===== src/rtl/mem_accessor_if.sv =====
// Record types and the executor/writeback/bus interface of the memory-access stage.
package mem_accessor_pkg;
  typedef struct packed {
    logic [4:0]  rd;
    logic [31:0] rd_data;
    logic [31:0] mem_addr;
    logic [31:0] mem_data;
    logic        is_lb;
    logic        is_lbu;
    logic        is_lh;
    logic        is_lhu;
    logic        is_lw;
    logic        is_sb;
    logic        is_sh;
    logic        is_sw;
  } executor_output;

  typedef struct packed {
    logic [4:0]  rd;
    logic [31:0] rd_data;
    logic        trap;
  } accessor_output;
endpackage

interface mem_accessor_if;
  import mem_accessor_pkg::*;
  logic           executor_valid;
  logic           accessor_ready;
  logic           accessor_valid;
  logic           writeback_ready;
  executor_output in;
  accessor_output out;
  logic           mem_valid;
  logic           mem_ready;
  logic [31:0]    mem_addr;
  logic [31:0]    mem_wdata;
  logic [3:0]     mem_wstrb;
  logic [31:0]    mem_rdata;

  // Accessor side: consumes records, drives the bus.
  modport slave (
    input  executor_valid, writeback_ready, in, mem_ready, mem_rdata,
    output accessor_ready, accessor_valid, out, mem_valid, mem_addr, mem_wdata, mem_wstrb
  );
  // Environment side: executor, writeback and memory.
  modport master (
    output executor_valid, writeback_ready, in, mem_ready, mem_rdata,
    input  accessor_ready, accessor_valid, out, mem_valid, mem_addr, mem_wdata, mem_wstrb
  );
endinterface


===== src/rtl/mem_accessor.sv =====
// Memory-access stage: one record at a time, single-outstanding word bus,
// lane steering, sign extension, alignment trap and bus timeout trap.
module mem_accessor
  import mem_accessor_pkg::*;
#(
  parameter int unsigned TIMEOUT = 255
) (
  input  logic          clk,
  input  logic          reset,
  mem_accessor_if.slave bus
);

  typedef enum logic [1:0] {IDLE, MEM, DONE} state_t;

  state_t         r_state, w_nxt;
  accessor_output r_out;
  logic [31:0]    r_mem_addr, r_wdata, r_cnt;
  logic [3:0]     r_wstrb;
  logic [4:0]     r_rd;
  logic [1:0]     r_off;
  logic           r_lb, r_lbu, r_lh, r_lhu, r_lw;

  logic        w_accept, w_is_load, w_is_mem, w_misal, w_expire, w_ld_any;
  logic [31:0] w_shift, w_ld_data;

  assign w_accept  = bus.executor_valid && (r_state == IDLE);
  assign w_is_load = bus.in.is_lb | bus.in.is_lbu | bus.in.is_lh | bus.in.is_lhu | bus.in.is_lw;
  assign w_is_mem  = w_is_load | bus.in.is_sb | bus.in.is_sh | bus.in.is_sw;
  assign w_misal   = ((bus.in.is_lh | bus.in.is_lhu | bus.in.is_sh) & bus.in.mem_addr[0]) |
                     ((bus.in.is_lw | bus.in.is_sw) & (|bus.in.mem_addr[1:0]));
  // Expiry on the TIMEOUT-th cycle of waiting; a zero TIMEOUT never expires.
  assign w_expire  = (TIMEOUT != 0) && (r_cnt == TIMEOUT - 32'd1);

  // Bring the addressed lane down to bit 0, then extend per access size.
  assign w_shift  = bus.mem_rdata >> {r_off, 3'b000};
  assign w_ld_any = r_lb | r_lbu | r_lh | r_lhu | r_lw;
  always_comb begin
    w_ld_data = w_shift;
    if (r_lb)       w_ld_data = {{24{w_shift[7]}}, w_shift[7:0]};
    else if (r_lbu) w_ld_data = {24'd0, w_shift[7:0]};
    else if (r_lh)  w_ld_data = {{16{w_shift[15]}}, w_shift[15:0]};
    else if (r_lhu) w_ld_data = {16'd0, w_shift[15:0]};
  end

  // State register.
  always_ff @(posedge clk) begin
    if (!reset) r_state <= IDLE;
    else        r_state <= w_nxt;
  end

  // Next-state: bus access only for aligned memory records.
  always_comb begin
    w_nxt = r_state;
    case (r_state)
      IDLE: if (w_accept) w_nxt = (w_is_mem && !w_misal) ? MEM : DONE;
      MEM:  if (bus.mem_ready || w_expire) w_nxt = DONE;
      DONE: if (bus.writeback_ready) w_nxt = IDLE;
      default: w_nxt = IDLE;
    endcase
  end

  // Datapath: latch the record on accept, build the bus request, capture the result.
  always_ff @(posedge clk) begin
    if (!reset) begin
      r_out      <= '0;
      r_mem_addr <= '0;
      r_wdata    <= '0;
      r_wstrb    <= '0;
      r_cnt      <= '0;
      r_rd       <= '0;
      r_off      <= '0;
      {r_lb, r_lbu, r_lh, r_lhu, r_lw} <= '0;
    end else begin
      case (r_state)
        IDLE: if (w_accept) begin
          r_rd  <= bus.in.rd;
          r_off <= bus.in.mem_addr[1:0];
          {r_lb, r_lbu, r_lh, r_lhu, r_lw} <=
            {bus.in.is_lb, bus.in.is_lbu, bus.in.is_lh, bus.in.is_lhu, bus.in.is_lw};
          if (!w_is_mem) begin
            r_out <= '{rd: bus.in.rd, rd_data: bus.in.rd_data, trap: 1'b0};
          end else if (w_misal) begin
            r_out <= '{rd: 5'd0, rd_data: 32'd0, trap: 1'b1};
          end else begin
            r_mem_addr <= {bus.in.mem_addr[31:2], 2'b00};
            r_cnt      <= '0;
            if (bus.in.is_sb) begin
              r_wdata <= {4{bus.in.mem_data[7:0]}};
              r_wstrb <= 4'b0001 << bus.in.mem_addr[1:0];
            end else if (bus.in.is_sh) begin
              r_wdata <= {2{bus.in.mem_data[15:0]}};
              r_wstrb <= 4'b0011 << bus.in.mem_addr[1:0];
            end else if (bus.in.is_sw) begin
              r_wdata <= bus.in.mem_data;
              r_wstrb <= 4'hF;
            end else begin
              r_wdata <= '0;
              r_wstrb <= '0;
            end
          end
        end
        MEM: begin
          // Completion takes priority over a same-cycle expiry.
          if (bus.mem_ready) begin
            if (w_ld_any) r_out <= '{rd: r_rd, rd_data: w_ld_data, trap: 1'b0};
            else          r_out <= '0;
          end else if (w_expire) begin
            r_out <= '{rd: 5'd0, rd_data: 32'd0, trap: 1'b1};
          end else begin
            r_cnt <= r_cnt + 32'd1;
          end
        end
        default: ;
      endcase
    end
  end

  assign bus.accessor_ready = (r_state == IDLE);
  assign bus.accessor_valid = (r_state == DONE);
  assign bus.mem_valid      = (r_state == MEM);
  assign bus.out            = r_out;
  assign bus.mem_addr       = r_mem_addr;
  assign bus.mem_wdata      = r_wdata;
  assign bus.mem_wstrb      = r_wstrb;

endmodule


===== src/flat_wrapper.sv =====
// flat-port wrapper written by rule: the top's interface ports become plain ports
module mem_accessor_flat import mem_accessor_pkg::*;
#(
  parameter int unsigned TIMEOUT = 255
)
  (clk, reset, bus_executor_valid, bus_writeback_ready, bus_in, bus_mem_ready, bus_mem_rdata, bus_accessor_ready, bus_accessor_valid, bus_out, bus_mem_valid, bus_mem_addr, bus_mem_wdata, bus_mem_wstrb);
  mem_accessor_if bus_i ();
  input  logic clk;
  input  logic reset;
  input wire logic [$bits(bus_i.executor_valid)-1:0] bus_executor_valid;
  input wire logic [$bits(bus_i.writeback_ready)-1:0] bus_writeback_ready;
  input wire logic [$bits(bus_i.in)-1:0] bus_in;
  input wire logic [$bits(bus_i.mem_ready)-1:0] bus_mem_ready;
  input wire logic [$bits(bus_i.mem_rdata)-1:0] bus_mem_rdata;
  output wire logic [$bits(bus_i.accessor_ready)-1:0] bus_accessor_ready;
  output wire logic [$bits(bus_i.accessor_valid)-1:0] bus_accessor_valid;
  output wire logic [$bits(bus_i.out)-1:0] bus_out;
  output wire logic [$bits(bus_i.mem_valid)-1:0] bus_mem_valid;
  output wire logic [$bits(bus_i.mem_addr)-1:0] bus_mem_addr;
  output wire logic [$bits(bus_i.mem_wdata)-1:0] bus_mem_wdata;
  output wire logic [$bits(bus_i.mem_wstrb)-1:0] bus_mem_wstrb;
  assign bus_i.executor_valid = bus_executor_valid;
  assign bus_i.writeback_ready = bus_writeback_ready;
  assign bus_i.in = bus_in;
  assign bus_i.mem_ready = bus_mem_ready;
  assign bus_i.mem_rdata = bus_mem_rdata;
  assign bus_accessor_ready = bus_i.accessor_ready;
  assign bus_accessor_valid = bus_i.accessor_valid;
  assign bus_out = bus_i.out;
  assign bus_mem_valid = bus_i.mem_valid;
  assign bus_mem_addr = bus_i.mem_addr;
  assign bus_mem_wdata = bus_i.mem_wdata;
  assign bus_mem_wstrb = bus_i.mem_wstrb;
  mem_accessor #(.TIMEOUT(TIMEOUT)) u_core (.clk(clk), .reset(reset), .bus(bus_i));
endmodule

===== config.mk =====
export PLATFORM = sky130hd
export DESIGN_NAME = mem_accessor_flat
export DESIGN_NICKNAME = d
export VERILOG_FILES = /design/src/rtl/mem_accessor_if.sv /design/src/rtl/mem_accessor.sv /design/src/flat_wrapper.sv
export SDC_FILE = /design/constraint.sdc
export NUM_CORES = 1
export LEC_CHECK = 0
export ABC_AREA = 1
export BUFFER_PORTS_ARGS = -buffer_cell sky130_fd_sc_hd__buf_2
export CORE_MARGIN = 1.5
export CORE_UTILIZATION = 56
export CTS_BUF_LIST = sky130_fd_sc_hd__clkbuf_16
export DETAILED_ROUTE_END_ITERATION = 6
export GPL_ROUTABILITY_DRIVEN = 0
export PLACE_DENSITY_LB_ADDON = 0.3
export REMOVE_ABC_BUFFERS = 1
export SLEW_MARGIN = 15
export SYNTH_ARGS = -nofsm -noshare
export SYNTH_HDL_FRONTEND = slang
export SYNTH_SLANG_ARGS = --single-unit
export TNS_END_PERCENT = 1

===== constraint.sdc =====
create_clock -name clk -period 2.52 [get_ports clk]
set_input_delay 0 -clock clk [delete_from_list [all_inputs] [get_ports clk]]
set_output_delay 0 -clock clk [all_outputs]
set_load 0.005 [all_outputs]

==> flow_metrics.env <==
export IMPL_cts_setup_buffers=0
export IMPL_pwr_density_cell_mw_per_mm2=616
export IMPL_gr_total_overflow=0
export IMPL_worst_slack_ns=0.465
export IMPL_p_switching_w=0.00215
export IMPL_final_max_slew_viol_count=0
export IMPL_io_buffers=252
export IMPL_min_period_ns=2.05
export IMPL_fin_cells=1877
export IMPL_arrival_ns=2.38
export IMPL_worstMarginPinSlew_ns=1.01
export IMPL_rrSetupSlack_ns=0.47
export IMPL_status="completed"
export IMPL_clock_sinks=150
export IMPL_grt_pass1_wl_mm=45.3
export IMPL_fmax_mhz=487
export IMPL_avgSynthCellArea_sq_um=6.09
export IMPL_diodes=0
export IMPL_track_usage=0.352
export IMPL_relSlewSlack=0.326
export IMPL_cts_clk_slew_worst_paths_ns=0.06
export IMPL_place_inst=1749
export IMPL_io_pins=255
export IMPL_path_max_fanout=39
export IMPL_antenna_found_initial=0
export IMPL_drc=0
export IMPL_p_leak_nw=5.36
export IMPL_initial_core_util=0.574
export IMPL_internal_power_w=0.00477
export IMPL_htree_levels=4
export IMPL_fin_nets=1832
export IMPL_first_iter_violations=980
export IMPL_synth_seq_cells=150
export IMPL_core_sq_mm=0.0145
export IMPL_min_path_type="input pin to flip-flop"
export IMPL_rows=44
export IMPL_crit_required_ns=2.85
export IMPL_die_w_um=125
export IMPL_power_share_clock=0.401
export IMPL_yosysWarnings=0
export IMPL_cts_root_buf="clkbuf_16"
export IMPL_place_detailed_hpwl_mm=17.4
export IMPL_ir_worst_vdd_v=0.000430
export IMPL_startpoint_type="flip-flop"
export IMPL_clock_path_buffers=2
export IMPL_maxCapViolCount=0
export IMPL_pwr_share_comb=0.214
export IMPL_cts_tree="yes"
export IMPL_drt_total_wl_mm=28.1
export IMPL_hold_violations=0
export IMPL_route_antenna_remaining_nets=0
export IMPL_worst_hold_slack_ns=0.0181
export IMPL_finalPower_w=0.00692
export IMPL_wl_per_cell_um=15.0
export IMPL_grt_max_degree=110
export IMPL_die_area_sq_mm=0.0156
export IMPL_fp_dieH_um=125
export IMPL_critical_path_class="flip-flop to flip-flop"
export IMPL_via_per_inst=5.42
export IMPL_drive_gt1_frac=0.189
export IMPL_switching_share=0.311
export IMPL_vias=10200
export IMPL_finalCritPeriodShare=0.815
export IMPL_grt_pass1_vias=9430
export IMPL_rsz0062_at_grt="false"
export IMPL_power_frac_seq=0.386
export IMPL_first_pass_iters=5
export IMPL_cts_buffers_inserted=17
export IMPL_syn_area_sq_mm=0.00834
export IMPL_synth_cells=1370
export IMPL_clock_latency_ns=0.44
export IMPL_finalClockSkew_ns=0.0122
export IMPL_setup_violations=0
export IMPL_synth_cell_types=32
export IMPL_synthToLayoutAreaGrowth_pct=34.5
export IMPL_fin_tns_setup_ns=0
export IMPL_worstSetupEndpointType="flip-flop"
export IMPL_seq_area_frac_synth=0.360
export IMPL_dp_slack_ns=0.495
## path summary, 6_finish.rpt
check	start	to	depth (start not counted)
hold / removal	bus_in[22]	u_core.bus.mem_wdata[14]$_SDFFE_PN0P_	5
setup reg to reg	u_core.r_state[0]$_SDFFE_PN0P_	u_core.bus.out[30]$_SDFFE_PN0P_	10
setup / recovery	u_core.r_state[0]$_SDFFE_PN0P_	u_core.bus.out[30]$_SDFFE_PN0P_	10
hold reg to reg	u_core.bus.mem_wdata[5]$_SDFFE_PN0P_	u_core.bus.mem_wdata[5]$_SDFFE_PN0P_	2
## power by group through the flow
| stage | sequential, W | clock [W] | combinational [W] |
|---|---|---|---|
| final | 0.00267 | 0.00277 | 0.00148 |
| after global routing | 0.00269 | 0.00290 | 0.00164 |
| after CTS | 0.00266 | 0.00277 | 0.00143 |
| after detailed placement | 0.00271 | 0 | 0.00130 |
| after global placement | 0.00270 | 0 | 0.00128 |
| after floorplan | 0.00273 | 0 | 0.000729 |
## cell families after synthesis
| group | Yosys count | share of synthesized area |
|---|---|---|
| and+or+nand+nor | 817 | 0.394 |
| other | 1 | 0.000449 |
| xor gates and xnor gates | 9 | 0.00945 |
| AOI/OAI and AO/OA | 205 | 0.135 |
| adders and majority gates | 6 | 0.00900 |
| DFF | 150 | 0.360 |
| buffers and inverters | 182 | 0.0921 |
## registers in the layout, indices dropped and copies added, names as in the netlist, 2 cells and up
name	cells
u_core.bus.mem_wdata	32
u_core.r_state	2
u_core.bus.out	38
u_core.r_off	2
u_core.bus.mem_wstrb	4
u_core.r_rd	5
u_core.bus.mem_addr	30
u_core.r_cnt	32
## cells in the mapped netlist
cell type | n | share of area
nor2_4 | 3 | 0.0040
a211oi_1 | 1 | 0.00090
dfxtp_1 | 150 | 0.36
nor2_8 | 1 | 0.0024
nand3b_1 | 5 | 0.0045
a21oi_4 | 1 | 0.0019
xnor2_1 | 3 | 0.0031
nand3_1 | 101 | 0.061
o211ai_1 | 16 | 0.014
xor2_1 | 6 | 0.0063
conb_1 | 1 | 0.00045
o21ai_0 | 121 | 0.073
buf_1 | 1 | 0.00045
clkinv_1 | 1 | 0.00045
o211a_1 | 8 | 0.0096
nor2_2 | 2 | 0.0015
nand2_2 | 3 | 0.0022
a21oi_1 | 56 | 0.034
nor3_1 | 8 | 0.0048
nand2_1 | 378 | 0.17
inv_1 | 98 | 0.044
ha_1 | 6 | 0.0090
buf_2 | 29 | 0.017
nand4_1 | 4 | 0.0030
nor2_1 | 311 | 0.14
nor3_2 | 1 | 0.0012
buf_6 | 1 | 0.0013
inv_2 | 7 | 0.0031
buf_4 | 11 | 0.0099
o21a_1 | 1 | 0.00090
a21oi_2 | 1 | 0.0010
clkbuf_1 | 34 | 0.015
## worst max-delay path: stages, from the launching register on
cell,delay (ns)
dfxtp_1,0.42
nand2_2,0.16
inv_2,0.25
nand2_1,0.12
inv_1,0.07
nand2_1,0.10
nand2_2,0.17
buf_4,0.39
nand2_1,0.10
nand2_1,0.09
nor2_1,0.06
## cell type report
cell class	instances	area, sq um
Sequential cell	150	3000
Tap cell	184	230
Fill cell	1106	3310
Inverter	106	398
Timing Repair Buffer	366	2370
Clock inverter	15	213
Multi-Input combinational cell	1039	4580
Clock buffer	17	425
## routing by layer
layer | global-route usage | vias to the layer above | routed length, um
met5 | 0 | - | 0
met4 | 0.193 | 0 | 1340
met1 | 0.404 | 4560 | 10700
met3 | 0.0736 | 109 | 2280
li1 | - | 4948 | -
met2 | 0.613 | 547 | 13800
## cell usage in the layout (no fill, tap or decap), types with 3 or more instances in the layout
cell	netlist	final
nand3b_1	5	5
inv_8	0	3
inv_6	0	3
inv_1	98	98
nor3_1	8	8
nor2_4	3	3
nand2_2	3	3
xnor2_1	3	3
buf_4	11	17
xor2_1	6	6
buf_2	29	252
nor2_1	311	311
o21ai_0	121	121
nand4_1	4	4
o211a_1	8	8
ha_1	6	6
o211ai_1	16	16
dfxtp_1	150	150
clkinv_4	0	3
clkbuf_16	0	17
nand2_1	378	378
bufinv_16	0	3
a21oi_1	56	56
inv_2	7	7
nand3_1	101	101
dlygate4sd3_1	0	96
## stage by stage
stage / instance area, sq um / util
after floorplan: 7980 / -
after global placement: 9620 / 0.662
after detailed placement: 9620 / 0.662
after CTS: 11200 / 0.772
after global routing: 11200 / 0.772
final: 11200 / 0.772
## what timing repair did
item                                    CTS  global route
endpoints found under the setup margin    0             0
endpoints found under the hold margin    99             0
resized for setup                         0             0
hold buffers                             96             0
(Power assumes the default switching activity.)
